--- config.mk ---
export PLATFORM = sky130hd
export DESIGN_NAME = i2c_bus_arbiter_flat
export DESIGN_NICKNAME = d
export VERILOG_FILES = /design/src/rtl/i2c_bus_arbiter_pkg.sv /design/src/rtl/i2c_bus_arbiter_if.sv /design/src/rtl/rr_arbiter.sv /design/src/rtl/i2c_bus_arbiter.sv /design/src/flat_wrapper.sv
export SDC_FILE = /design/constraint.sdc
export NUM_CORES = 1
export LEC_CHECK = 0
export BUFFER_PORTS_ARGS = -buffer_cell sky130_fd_sc_hd__buf_2
export CAP_MARGIN = 15
export CORE_MARGIN = 2
export CORE_UTILIZATION = 46
export DETAILED_ROUTE_END_ITERATION = 7
export GPL_TIMING_DRIVEN = 0
export PLACE_DENSITY = 0.77
export REMOVE_ABC_BUFFERS = 1
export SETUP_SLACK_MARGIN = 0.4
export SYNTH_ARGS = -nofsm -noshare
export SYNTH_HDL_FRONTEND = slang
export SYNTH_SLANG_ARGS = --single-unit
--- constraint.sdc ---
create_clock -name clk -period 2.8 [get_ports clk]
set_clock_uncertainty 0.1 [all_clocks]
set_input_delay 0.28 -clock clk [delete_from_list [all_inputs] [get_ports clk]]
set_output_delay 0.28 -clock clk [all_outputs]
set_load 0.02 [all_outputs]
--- src/rtl/i2c_bus_arbiter_pkg.sv ---
// Shared widths and FSM state encodings for the I2C bus arbiter.
package i2c_bus_arbiter_pkg;
  localparam int ADDR_W = 7;
  localparam int DATA_W = 8;

  typedef logic [1:0] state_t;
  localparam state_t ST_IDLE  = 2'd0;
  localparam state_t ST_ISSUE = 2'd1;
  localparam state_t ST_WAIT  = 2'd2;
  localparam state_t ST_RESP  = 2'd3;
endpackage

--- src/rtl/i2c_bus_arbiter_if.sv ---
// Requester-side and I2C-master-side signals of the bus arbiter.
interface i2c_bus_arbiter_if import i2c_bus_arbiter_pkg::*; #(parameter int NREQ = 4) ();
  logic [NREQ-1:0]        req;
  logic [NREQ-1:0]        req_rw;
  logic [NREQ*ADDR_W-1:0] req_addr;
  logic [NREQ*DATA_W-1:0] req_wdata;
  logic [NREQ-1:0]        gnt;
  logic [NREQ-1:0]        done;
  logic [DATA_W-1:0]      rdata;
  logic                   nack;
  logic                   timeout;
  logic                   m_start;
  logic                   m_abort;
  logic                   m_rw;
  logic [ADDR_W-1:0]      m_addr;
  logic [DATA_W-1:0]      m_wdata;
  logic                   m_busy;
  logic                   m_done;
  logic                   m_nack;
  logic [DATA_W-1:0]      m_rdata;

  modport master (
    input  req, req_rw, req_addr, req_wdata, m_busy, m_done, m_nack, m_rdata,
    output gnt, done, rdata, nack, timeout, m_start, m_abort, m_rw, m_addr, m_wdata
  );

  modport slave (
    output req, req_rw, req_addr, req_wdata, m_busy, m_done, m_nack, m_rdata,
    input  gnt, done, rdata, nack, timeout, m_start, m_abort, m_rw, m_addr, m_wdata
  );
endinterface

--- src/rtl/rr_arbiter.sv ---
// Combinational round-robin pick: first set request at or after ptr, one-hot.
module rr_arbiter #(
  parameter  int NREQ = 4,
  localparam int PW   = $clog2(NREQ)
) (
  input  logic [NREQ-1:0] req,
  input  logic [PW-1:0]   ptr,
  output logic [NREQ-1:0] win
);
  logic          found;
  logic [PW-1:0] idx;

  always_comb begin
    win   = '0;
    found = 1'b0;
    idx   = '0;
    for (int k = 0; k < NREQ; k++) begin
      idx = PW'((int'(ptr) + k) % NREQ);
      if (!found && req[idx]) begin
        win[idx] = 1'b1;
        found    = 1'b1;
      end
    end
  end
endmodule

--- src/rtl/i2c_bus_arbiter.sv ---
// Arbitrates NREQ requesters onto one I2C master: grant, issue, wait with timeout, respond.
//   state    | meaning
//   IDLE     | pick round-robin winner, latch its command
//   ISSUE    | wait for master idle, then pulse m_start
//   WAIT     | count cycles until m_done or timeout abort
//   RESP     | one-cycle done pulse, grant released
module i2c_bus_arbiter import i2c_bus_arbiter_pkg::*; #(
  parameter int NREQ        = 4,
  parameter int TIMEOUT_CYC = 1024
) (
  input logic             clk,
  input logic             rst,
  i2c_bus_arbiter_if.master bus
);
  localparam int             PW       = $clog2(NREQ);
  localparam int             CW       = $clog2(TIMEOUT_CYC);
  localparam logic [CW-1:0]  CNT_LAST = CW'(TIMEOUT_CYC - 1);

  state_t            state;
  logic [PW-1:0]     ptr, win_idx, ptr_next;
  logic [NREQ-1:0]   win_oh, gnt_q, done_q;
  logic [CW-1:0]     cnt;
  logic              m_start_q, m_abort_q, m_rw_q, nack_q, timeout_q, sel_rw;
  logic [ADDR_W-1:0] m_addr_q, sel_addr;
  logic [DATA_W-1:0] m_wdata_q, rdata_q, sel_wdata;

  rr_arbiter #(.NREQ(NREQ)) u_rr (.req(bus.req), .ptr(ptr), .win(win_oh));

  always_comb begin
    win_idx   = '0;
    sel_rw    = 1'b0;
    sel_addr  = '0;
    sel_wdata = '0;
    for (int i = 0; i < NREQ; i++) begin
      if (win_oh[i]) begin
        win_idx   = PW'(i);
        sel_rw    = bus.req_rw[i];
        sel_addr  = bus.req_addr[i*ADDR_W +: ADDR_W];
        sel_wdata = bus.req_wdata[i*DATA_W +: DATA_W];
      end
    end
  end

  assign ptr_next = (win_idx == PW'(NREQ - 1)) ? '0 : win_idx + PW'(1);

  always_ff @(posedge clk) begin
    if (rst) begin
      state     <= ST_IDLE;
      ptr       <= '0;
      gnt_q     <= '0;
      done_q    <= '0;
      cnt       <= '0;
      m_start_q <= 1'b0;
      m_abort_q <= 1'b0;
      m_rw_q    <= 1'b0;
      m_addr_q  <= '0;
      m_wdata_q <= '0;
      rdata_q   <= '0;
      nack_q    <= 1'b0;
      timeout_q <= 1'b0;
    end else begin
      m_start_q <= 1'b0;
      m_abort_q <= 1'b0;
      done_q    <= '0;
      case (state)
        ST_IDLE: begin
          if (|bus.req) begin
            gnt_q     <= win_oh;
            m_rw_q    <= sel_rw;
            m_addr_q  <= sel_addr;
            m_wdata_q <= sel_wdata;
            ptr       <= ptr_next;
            rdata_q   <= '0;
            nack_q    <= 1'b0;
            timeout_q <= 1'b0;
            state     <= ST_ISSUE;
          end
        end
        ST_ISSUE: begin
          if (!bus.m_busy) begin
            m_start_q <= 1'b1;
            cnt       <= '0;
            state     <= ST_WAIT;
          end
        end
        ST_WAIT: begin
          if (cnt != CNT_LAST) cnt <= cnt + CW'(1);
          // m_done takes priority over a timeout landing in the same cycle
          if (bus.m_done) begin
            rdata_q   <= m_rw_q ? bus.m_rdata : '0;
            nack_q    <= bus.m_nack;
            timeout_q <= 1'b0;
            done_q    <= gnt_q;
            state     <= ST_RESP;
          end else if (cnt == CNT_LAST) begin
            m_abort_q <= 1'b1;
            timeout_q <= 1'b1;
            nack_q    <= 1'b0;
            rdata_q   <= '0;
            done_q    <= gnt_q;
            state     <= ST_RESP;
          end
        end
        ST_RESP: begin
          gnt_q <= '0;
          state <= ST_IDLE;
        end
        default: state <= ST_IDLE;
      endcase
    end
  end

  assign bus.gnt     = gnt_q;
  assign bus.done    = done_q;
  assign bus.rdata   = rdata_q;
  assign bus.nack    = nack_q;
  assign bus.timeout = timeout_q;
  assign bus.m_start = m_start_q;
  assign bus.m_abort = m_abort_q;
  assign bus.m_rw    = m_rw_q;
  assign bus.m_addr  = m_addr_q;
  assign bus.m_wdata = m_wdata_q;
endmodule

--- src/flat_wrapper.sv ---
// flat-port wrapper written by rule: the top's interface ports become plain ports
module i2c_bus_arbiter_flat import i2c_bus_arbiter_pkg::*;
#(
  parameter int NREQ        = 4,
  parameter int TIMEOUT_CYC = 1024
)
  (clk, rst, bus_req, bus_req_rw, bus_req_addr, bus_req_wdata, bus_m_busy, bus_m_done, bus_m_nack, bus_m_rdata, bus_gnt, bus_done, bus_rdata, bus_nack, bus_timeout, bus_m_start, bus_m_abort, bus_m_rw, bus_m_addr, bus_m_wdata);
  i2c_bus_arbiter_if #(.NREQ(NREQ)) bus_i ();
  input logic clk;
  input logic rst;
  input wire logic [$bits(bus_i.req)-1:0] bus_req;
  input wire logic [$bits(bus_i.req_rw)-1:0] bus_req_rw;
  input wire logic [$bits(bus_i.req_addr)-1:0] bus_req_addr;
  input wire logic [$bits(bus_i.req_wdata)-1:0] bus_req_wdata;
  input wire logic [$bits(bus_i.m_busy)-1:0] bus_m_busy;
  input wire logic [$bits(bus_i.m_done)-1:0] bus_m_done;
  input wire logic [$bits(bus_i.m_nack)-1:0] bus_m_nack;
  input wire logic [$bits(bus_i.m_rdata)-1:0] bus_m_rdata;
  output wire logic [$bits(bus_i.gnt)-1:0] bus_gnt;
  output wire logic [$bits(bus_i.done)-1:0] bus_done;
  output wire logic [$bits(bus_i.rdata)-1:0] bus_rdata;
  output wire logic [$bits(bus_i.nack)-1:0] bus_nack;
  output wire logic [$bits(bus_i.timeout)-1:0] bus_timeout;
  output wire logic [$bits(bus_i.m_start)-1:0] bus_m_start;
  output wire logic [$bits(bus_i.m_abort)-1:0] bus_m_abort;
  output wire logic [$bits(bus_i.m_rw)-1:0] bus_m_rw;
  output wire logic [$bits(bus_i.m_addr)-1:0] bus_m_addr;
  output wire logic [$bits(bus_i.m_wdata)-1:0] bus_m_wdata;
  assign bus_i.req = bus_req;
  assign bus_i.req_rw = bus_req_rw;
  assign bus_i.req_addr = bus_req_addr;
  assign bus_i.req_wdata = bus_req_wdata;
  assign bus_i.m_busy = bus_m_busy;
  assign bus_i.m_done = bus_m_done;
  assign bus_i.m_nack = bus_m_nack;
  assign bus_i.m_rdata = bus_m_rdata;
  assign bus_gnt = bus_i.gnt;
  assign bus_done = bus_i.done;
  assign bus_rdata = bus_i.rdata;
  assign bus_nack = bus_i.nack;
  assign bus_timeout = bus_i.timeout;
  assign bus_m_start = bus_i.m_start;
  assign bus_m_abort = bus_i.m_abort;
  assign bus_m_rw = bus_i.m_rw;
  assign bus_m_addr = bus_i.m_addr;
  assign bus_m_wdata = bus_i.m_wdata;
  i2c_bus_arbiter #(.NREQ(NREQ), .TIMEOUT_CYC(TIMEOUT_CYC)) u_core (.clk(clk), .rst(rst), .bus(bus_i));
endmodule
==> impl_results.md, run 1 <==
* Outcome: finished with violations
* Failing checks: setup timing
* P_leak at between 0.002 and 0.0025 uW
* Ys async rst share at 0
* Synthesized area per cell at about 8.6 um2
* Worst hold margin at 109 ps
* Detail Placement HPWL at 7290 um
* Syn Std Cell Area at roughly 3500 um2
* DRC at 0
* Final hold violations at 0
* Total power per unit cell area at 983 nW/um2
* Max Fclk at 343 MHz
* Count leader, synth: dfxtp_1
* Slew Viols, Final at 0
* Final setup viols at 14
* Antenna cells at 0
* Initial Utilization at 0.481
* Tot Pwr at 4820 uW
* Critical Path RT at 2930 ps
* Hold_buf cts at 0
* TritonCTS clock tree: done
* Share of cells above drive strength 1 at 0.441
* Initial antenna violation count at 0
* Inserted Clock Buffers at 5
* Global-route wire length before repair at 20400 um
* Number of synthesized flops with an enable pin at 0
* Fin crit share at 1.04
* DR iter-0 viols at between 300 and 400
* # IOs at 117
* Max_slew headroom at 0.231
* Flops & latches, synth at 50
* Cell variety after synth at 58
* Die area at 8380 um2
* Seq. cell area at 1010 um2
* Startpoint types: flop
* YS warnings at 0
* Grt ovf at 0
* Hold Path Class: in2reg
* Worst-path clk slew at 110 ps
* Vias in the first global route at 4108
* Antenna-violating nets left at 0
* Via-to-Cell Ratio at 6.32
* Max Buffers Root-to-Sink at 2
* Top cell type by total area after synthesis: dfxtp_1
* CORE AREA at roughly 7300 um2
* DRT Pass-1 Iters at 5
* Main synth FF type: dfxtp_1
* Drt total wl at between 10000 and 15000 um
* Row cnt at 31
* Arr. time, crit path at about 3100 ps
* Post-synthesis sequential area ratio at 0.284
* Fillcell total at 549
* Mapped Cells at 412
* Die Width at roughly 90 um
* WS Path Type: reg2reg
* Post-synth top area share at 0.284
* Worst slew pin tran at 1150 ps
* CTS sink count at 50
* Area of the multi-input gates at 2510 um2
* Final min period at ~3000 ps
* # Max-Cap Violations at 0
* Area contributors post-synth: dfxtp_1 28%, o211ai_2 6.4%, a41oi_2 4.6%, ha_1 4.3%, a221oi_1 4.0%
* Clk_lat worst skew at between 300 and 400 ps
* Port Buffers at 116
* Post-route setup slack at -113 ps
* Worst setup EP type: flop
* Final-stage net count at 648
* Largest net degree at the start of global routing at 24
* Crit path max fanout at 11
* CTS H-tree depth at 2
* Total GRT Usage at 0.299
* Setup_tns at -466 ps
* Unrepaired setup endpoints after global routing: yes
* CTS root buf: clkbuf_8
* DIE HEIGHT at 91.5 um
* Area grow syn2layout at 39.1%
* Final Wtd Congestion at 0.818
* Vias at 4139
* Avg WL per Cell at about 20 um
* Maximum vdd ir drop at 0.538 mV
* Post-synth top cells: 50 x dfxtp_1, 37 x nand2_1, 36 x nor2_1, 24 x inv_1, 20 x o21ai_0
## per-stage QoR
stage                     utilization  std cells  setup slack, ps  area, um2
after floorplan                     -        381             -911       3350
after global placement          0.553        596            -1950       4060
after detailed placement        0.556        598            -1740       4080
after CTS                       0.649        647             16.6       4750
after global routing            0.668        655             -189       4900
final                           0.668        655             -113       4900
## critical path: stages (launching register included)
cell	delay [ps]
dfxtp_4	390
clkinvlp_4	110
ha_4	290
mux4_2	510
buf_4	170
nor3b_2	160
a21oi_2	200
buf_4	230
and2_4	270
a41oi_1	170
o211ai_1	230
## flip-flops by register name, summed over array words and instances, names as in the netlist
register,count
u_core.bus.rdata,8
u_core.bus.m_rw,1
u_core.state,2
u_core.cnt,10
u_core.bus.m_abort,1
u_core.bus.gnt,4
u_core.bus.timeout,1
u_core.ptr,2
u_core.bus.m_addr,7
u_core.bus.m_start,1
u_core.bus.done,4
u_core.bus.m_wdata,8
u_core.bus.nack,1
## metal layers
| metal | GRT usage | share of wire | up-vias |
|---|---|---|---|
| li1 | - | - | 1829 |
| met1 | 0.348 | 0.37 | 1916 |
| met2 | 0.513 | 0.47 | 320 |
| met3 | 0.0664 | 0.12 | 74 |
| met4 | 0.154 | 0.048 | 0 |
| met5 | 0 | 0 | - |
## final cells by class
cell class | count | area share
Timing Repair Buffer | 160 | 0.217
Clock buffer | 5 | 0.0140
Clock inverter | 3 | 0.00587
Sequential cell | 50 | 0.206
Inverter | 24 | 0.0192
Tap cell | 99 | 0.0253
Multi-Input combinational cell | 314 | 0.513
## layout by cell type, fill, tap and decap left out, types with 4 or more instances in the layout
| master | count |
|---|---|
| buf_2 | 116 |
| dfxtp_1 | 48 |
| nand2_1 | 37 |
| nor2_1 | 34 |
| buf_4 | 30 |
| inv_1 | 23 |
| o21ai_0 | 20 |
| o211ai_2 | 18 |
| a21boi_0 | 16 |
| a221oi_1 | 16 |
| o211ai_1 | 16 |
| a21oi_1 | 15 |
| a41oi_2 | 15 |
| o21bai_1 | 14 |
| nand3_1 | 12 |
| ha_1 | 11 |
| nand2b_1 | 7 |
| buf_12 | 7 |
| and2_1 | 6 |
| clkbuf_8 | 5 |
| nand4_1 | 4 |
| nor2_4 | 4 |
| a21oi_2 | 4 |
| xor2_1 | 4 |
| buf_6 | 4 |
## timing repair
item | 4_1_cts | 5_1_grt
pin swaps | 39 | 22
endpoints found under the hold margin | 0 | 0
buffers inserted | 33 | 7
resized for setup | 43 | 13
cloned | 8 | 1
endpoints found under the setup margin | 23 | 30
## report_power, final
group          total [uW]  switching, uW  internal (uW)
clock                 485            297            188
sequential            918           78.5            840
combinational        3410           1980           1440
## path summary, 6_finish.rpt
| path | slack, ps | end | cells past startpoint | from |
|---|---|---|---|---|
| hold / removal | 110 | u_core.bus.rdata[7] | 3 | bus_m_rdata[7] |
| hold reg to reg | 350 | u_core.bus.rdata[2] | 2 | u_core.bus.rdata[2] |
| setup reg to reg | -110 | u_core.bus.m_rw | 10 | u_core.ptr[0] |
| setup / recovery | -110 | u_core.bus.m_rw | 10 | u_core.ptr[0] |
## cells by family after synthesis
logic type | count (synthesis) | synth area share
AOI/OAI and AO/OA | 159 | 0.390
muxes | 6 | 0.0284
and+or+nand+nor | 124 | 0.166
xor gates and xnor gates | 6 | 0.0149
adders and majority gates | 12 | 0.0426
buffers and inverters | 55 | 0.0742
DFF | 50 | 0.284
No activity file was read; power rests on OpenSTA's default activity.
==> run 2, diff against run 1 <==
--- a/config.mk
+++ b/config.mk
@@ -8,10 +8,11 @@
 export BUFFER_PORTS_ARGS = -buffer_cell sky130_fd_sc_hd__buf_2
 export CAP_MARGIN = 15
 export CORE_MARGIN = 2
-export CORE_UTILIZATION = 46
+export CORE_UTILIZATION = 48
+export CTS_BUF_LIST = sky130_fd_sc_hd__clkbuf_4
 export DETAILED_ROUTE_END_ITERATION = 7
 export GPL_TIMING_DRIVEN = 0
-export PLACE_DENSITY = 0.77
+export PLACE_DENSITY = 0.8
 export REMOVE_ABC_BUFFERS = 1
 export SETUP_SLACK_MARGIN = 0.4
 export SYNTH_ARGS = -nofsm -noshare
==> impl_results.md, run 2 (synthesized netlist as in run 1, its figures left out) <==
* Outcome: finished with violations
* Failing checks: setup timing
* Final-stage net count at 639 (-1.4%)
* Max Buffers Root-to-Sink at 2 (unchanged)
* Final Wtd Congestion at 0.820 (+0.29%)
* Fin crit share at 1.01 (-0.0311)
* Maximum vdd ir drop at 0.457 mV (-15%)
* Leading cell types in the layout, fill and taps excluded: 116 x buf_2, 48 x dfxtp_1, 37 x nand2_1, 34 x nor2_1
* Vias in the first global route at 3464 (-16%)
* P_leak at 0.00205 uW (-3.2%)
* Initial antenna violation count at 0 (unchanged)
* Crit path max fanout at 6 (-5)
* CORE AREA at 7180 um2 (-2.1%)
* Unrepaired setup endpoints after global routing: yes
* Port Buffers at 116 (unchanged)
* Hold Path Class: in2reg
* Via-to-Cell Ratio at 5.90 (-6.6%)
* Finished Cell Area at 4700 um2 (-4.1%)
* Final hold violations at 0 (unchanged)
* Top reg by flops: u_core.cnt
* Die area at 8040 um2 (-4.0%)
* # IOs at 117 (unchanged)
* Inserted Clock Buffers at 5 (unchanged)
* Total GRT Usage at 0.276 (-0.0238)
* Critical Path RT at 3020 ps (+90 ps)
* Total power per unit cell area at 927 nW/um2 (-5.7%)
* R2R depth at 11 (+1)
* Detail Placement HPWL at 7150 um (-1.9%)
* Share of cells above drive strength 1 at 0.411 (-0.0293)
* Final Util at 0.655 (-0.0136)
* Final Non-Filler Cells at 646 (-1.4%)
* Commonest non-fill, non-tap cell in the layout: buf_2
* Post-route setup slack at -26.2 ps (+87.1 ps)
* CTS root buf: clkbuf_4
* Grt ovf at 0 (unchanged)
* Global-route wire length before repair at 17300 um (-15%)
* Vias at 3814 (-7.9%)
* DIE HEIGHT at 89.7 um (-2.0%)
* Die Width at 89.7 um (-2.0%)
* CTS sink count at 50 (unchanged)
* DR iter-0 viols at 282 (-6.9%)
* Worst setup EP type: flop
* Antenna cells at 0 (unchanged)
* Largest net degree at the start of global routing at 24 (unchanged)
* Fillcell total at 562 (+2.4%)
* TritonCTS clock tree: done
* Antenna-violating nets left at 0 (unchanged)
* Final min period at 2830 ps (-87.1 ps)
* Max_slew headroom at 0.329 (+0.0977)
* DRC at 0 (unchanged)
* # Max-Cap Violations at 0 (unchanged)
* Max Fclk at 354 MHz (+3.1%)
* Clk_lat worst skew at 380 ps (+60 ps)
* Arr. time, crit path at 3050 ps (about the same)
* DRT Pass-1 Iters at 6 (+1)
* Avg WL per Cell at 17.8 um (-11%)
* WS Path Type: reg2reg
* Worst-path clk slew at 170 ps (+60 ps)
* CTS H-tree depth at 2 (unchanged)
* Hold depth at 3 (unchanged)
* Placed cell count at 598 (unchanged)
* Slew Viols, Final at 0 (unchanged)
* Area grow syn2layout at 33.3%
* Final setup viols at 4 (-10)
* Drt total wl at 11500 um (-12%)
* Largest register FFs at 10 (unchanged)
* Placed inst area at 4080 um2 (about the same)
* Worst slew pin tran at 1000 ps (-146 ps)
* Initial Utilization at 0.491 (+0.0104)
* Startpoint types: flop
* Row cnt at 31 (unchanged)
run 2: layout make-up:
type | count | area [um2] | share of cell area
Tap cell | 99 | 124 | 0.0264
Multi-Input combinational cell | 311 | 2420 | 0.515
Sequential cell | 50 | 1010 | 0.215
Timing Repair Buffer | 154 | 985 | 0.210
Clock inverter | 3 | 28.8 | 0.00613
Clock buffer | 5 | 37.5 | 0.00799
Inverter | 24 | 93.8 | 0.0200
run 2: power breakdown:
| group | switching, uW | internal (uW) | total [uW] | leakage, uW |
|---|---|---|---|---|
| Sequential | 81.7 | 840 | 921 | 0.000408 |
| Clock | 271 | 108 | 379 | 0.0000373 |
| Combinational | 1790 | 1270 | 3050 | 0.00161 |
run 2: what timing repair did:
item,4_1_cts,5_1_grt
setup buffers,22,11
setup endpoints to repair,22,30
gates cloned,4,1
hold endpoints to repair,0,2
pin swaps,13,28
hold buffers,0,2
resized for setup,32,12
run 2: routing by layer:
metal / vias up / wire (um) / GRT usage
met5: - / 0 / 0
met2: 231 / 5460 / 0.452
met1: 1768 / 4640 / 0.346
li1: 1791 / - / -
met4: 0 / 287 / 0.107
met3: 24 / 1130 / 0.0722
run 2: final timing paths:
path,startpoint,end,slack [ps]
min reg2reg,u_core.bus.rdata[2],u_core.bus.rdata[2],360
min,bus_m_rdata[5],u_core.bus.rdata[5],40
max reg2reg,u_core.ptr[0],u_core.bus.m_addr[0],-30
max,u_core.ptr[0],u_core.bus.m_addr[0],-30
run 2: worst max-delay path: stages, from the launching register on:
cell,delay [ps]
dfxtp_4,410
clkinvlp_4,120
ha_4,290
mux4_2,530
or2_4,270
buf_8,130
a221oi_4,230
buf_12,170
or2_4,170
clkbuf_16,160
o211ai_1,90
o211ai_1,100
run 2: metrics by stage:
step	TNS (ps)	total power (uW)	setup WS [ps]	hold WS [ps]
after global routing	-1140	4610	-109	6.21
final	-30.9	4350	-26.2	41.6
after detailed placement	-32480	3190	-1660	341
after CTS	0	4090	17.2	12.1
after global placement	-36530	3090	-1850	335
after floorplan	-17360	2560	-911	249
==> run 3, diff against run 2 <==
--- a/config.mk
+++ b/config.mk
@@ -14,7 +14,7 @@
 export GPL_TIMING_DRIVEN = 0
 export PLACE_DENSITY = 0.8
 export REMOVE_ABC_BUFFERS = 1
-export SETUP_SLACK_MARGIN = 0.4
+export SETUP_SLACK_MARGIN = 0.1
 export SYNTH_ARGS = -nofsm -noshare
 export SYNTH_HDL_FRONTEND = slang
 export SYNTH_SLANG_ARGS = --single-unit
==> impl_results.md, run 3 (synthesized netlist as in run 1, its figures left out) <==
* Outcome: finished with violations
* Failing checks: setup timing
* Final-stage net count at 635 (-0.63%)
* Area grow syn2layout at 31.6%
* CTS H-tree depth at 2 (unchanged)
* Top reg by flops: u_core.cnt
* Crit path max fanout at 6 (unchanged)
* Leading cell types in the layout, fill and taps excluded: 116 x buf_2, 48 x dfxtp_1, 37 x nand2_1, 35 x nor2_1, 24 x buf_4
* # Max-Cap Violations at 0 (unchanged)
* Arr. time, crit path at 3060 ps (about the same)
* DIE HEIGHT at 89.7 um (unchanged)
* Drt total wl at 11500 um (about the same)
* WS Path Type: reg2reg
* Max Buffers Root-to-Sink at 2 (unchanged)
* CTS sink count at 50 (unchanged)
* R2R Path End: u_core.bus.m_addr[0]
* Vias at 3861 (+1.2%)
* Detail Placement HPWL at 7150 um (unchanged)
* Total GRT Usage at 0.278 (+0.00204)
* Worst Path Buf+Inv at 4 (unchanged)
* Final Non-Filler Cells at 642 (-0.62%)
* Final Wtd Congestion at 0.820 (unchanged)
* Post-route setup slack at -20.5 ps (+5.75 ps)
* Antenna-violating nets left at 0 (unchanged)
* Startpoint types: flop
* Worst hold margin at 23.0 ps (-18.6 ps)
* Final setup viols at 1 (-3)
* DRT Pass-1 Iters at 5 (-1)
* CTS root buf: clkbuf_4
* DR iter-0 viols at 194 (-31%)
* Finished Cell Area at 4640 um2 (-1.3%)
* Largest net degree at the start of global routing at 24 (unchanged)
* Grt ovf at 0 (unchanged)
* Port Buffers at 116 (unchanged)
* Commonest non-fill, non-tap cell in the layout: buf_2
* Placed inst area at 4080 um2 (unchanged)
* Total power per unit cell area at 930 nW/um2 (+0.31%)
* DRC at 0 (unchanged)
* Global-route wire length before repair at 17300 um (+0.52%)
* CP Capture Point: u_core.bus.m_addr[0]
* Inserted Clock Buffers at 5 (unchanged)
* Placed cell count at 598 (unchanged)
* R2R depth at 11 (unchanged)
* Tot Pwr at 4310 uW (-0.97%)
* Maximum vdd ir drop at 0.420 mV (-8.1%)
* CP max stage delay at 530 ps (about the same)
* # IOs at 117 (unchanged)
* CP delay by family, top: buffers and inverters
* Clk_lat worst skew at 400 ps (+20 ps)
* Worst r2r src: u_core.ptr[0]
* Fin crit share at 1.01 (-0.00205)
* Die Width at 89.7 um (unchanged)
* Critical Path Stages at 11 (unchanged)
* Critical Path RT at 3040 ps (+20 ps)
* Largest register FFs at 10 (unchanged)
* Worst setup EP type: flop
* Worst slew pin tran at 1040 ps (+39.6 ps)
* Unrepaired setup endpoints after global routing: yes
* Vias in the first global route at 3447 (-0.49%)
* Via-to-Cell Ratio at 6.01 (+1.9%)
* P_leak at 0.00202 uW (-1.4%)
* Slew Viols, Final at 0 (unchanged)
* Pre-CTS WS at -1660 ps (unchanged)
* Antenna cells at 0 (unchanged)
* Row cnt at 31 (unchanged)
* Worst setup path startpoint: u_core.ptr[0]
* Share of cells above drive strength 1 at 0.405 (-0.00618)
* Max Fclk at 355 MHz (+0.20%)
* Final min period at 2820 ps (-5.75 ps)
* Initial antenna violation count at 0 (unchanged)
* Max_slew headroom at 0.302 (-0.0265)
* Cell breakdown of the critical path: clkinvlp_4 -> ha_4 -> mux4_2 -> or2_4 -> buf_8 -> a221oi_4 -> buf_12 -> or2_4 -> clkbuf_16 -> o211ai_1 -> o211ai_1
* Hold Path Class: in2reg
* Die area at 8040 um2 (unchanged)
* TritonCTS clock tree: done
* Critical path's slowest cell: mux4_2
* Avg WL per Cell at 17.9 um (+0.72%)
* Initial Utilization at 0.491 (unchanged)
* Worst R2R Setup Slack at -20 ps (about the same)
* CORE AREA at 7180 um2 (unchanged)
* Worst-path clk slew at 170 ps (about the same)
* Final hold violations at 0 (unchanged)
==> run 3: power breakdown <==
group | total [uW] | leakage (uW) | switching, uW | internal, uW
clock network | 389 | 0.0000373 | 281 | 108
logic | 3000 | 0.00158 | 1770 | 1230
registers | 918 | 0.000408 | 78.7 | 840
==> run 3: worst register-to-register path, delay by kind of cell, from the launching register on <==
kind	cells	cell delay (ps)
AOI/OAI and AO/OA	3	420
buffers and inverters	4	570
DFF	1	400
adders and majority gates	1	290
muxes	1	530
and+or+nand+nor	2	440
==> run 3: what timing repair did <==
| item | 4_1_cts | 5_1_grt |
|---|---|---|
| gates cloned | 4 | 1 |
| gates resized for setup | 31 | 6 |
| hold endpoints to repair | 0 | 0 |
| endpoints found under the setup margin | 22 | 19 |
| setup buffers | 20 | 11 |
| hold buffers | 0 | 0 |
| pin swaps | 12 | 22 |
==> run 3: stage by stage <==
stage	setup TNS [ps]	util
floorplan	-17360	-
global placement	-36530	0.565
detailed placement	-32480	0.568
CTS	0	0.625
global route	-636	0.646
finish	-20.5	0.646
==> run 3: layout make-up <==
type | count | area (um2)
fillers | 578 | 2540
multi-input cells | 311 | 2410
flip-flops and latches | 50 | 1010
repair buffers | 150 | 938
well taps | 99 | 124
inverters | 24 | 93.8
clock buffers | 5 | 37.5
clock inverters | 3 | 28.8
==> run 3: how the worst min path moves through the flow <==
| stage | startpoint | to | slack, ps | cells after the start |
|---|---|---|---|---|
| global route | bus_m_rdata[2] | u_core.bus.rdata[2] | 1 | 3 |
| finish | bus_m_rdata[2] | u_core.bus.rdata[2] | 20 | 3 |
| CTS | bus_m_rdata[2] | u_core.bus.rdata[2] | 10 | 3 |
| detailed placement | u_core.bus.m_wdata[3] | u_core.bus.m_wdata[3] | 340 | 2 |
| global placement | u_core.bus.rdata[2] | u_core.bus.rdata[2] | 330 | 2 |
| floorplan | rst | u_core.bus.gnt[1] | 250 | 1 |
==> run 3: routing by layer <==
layer | share of wire | GRT usage | vias to the layer above
met3 | 0.10 | 0.0676 | 33
met5 | 0 | 0 | -
met4 | 0.033 | 0.107 | 0
met2 | 0.47 | 0.461 | 247
met1 | 0.40 | 0.347 | 1792
li1 | - | - | 1789
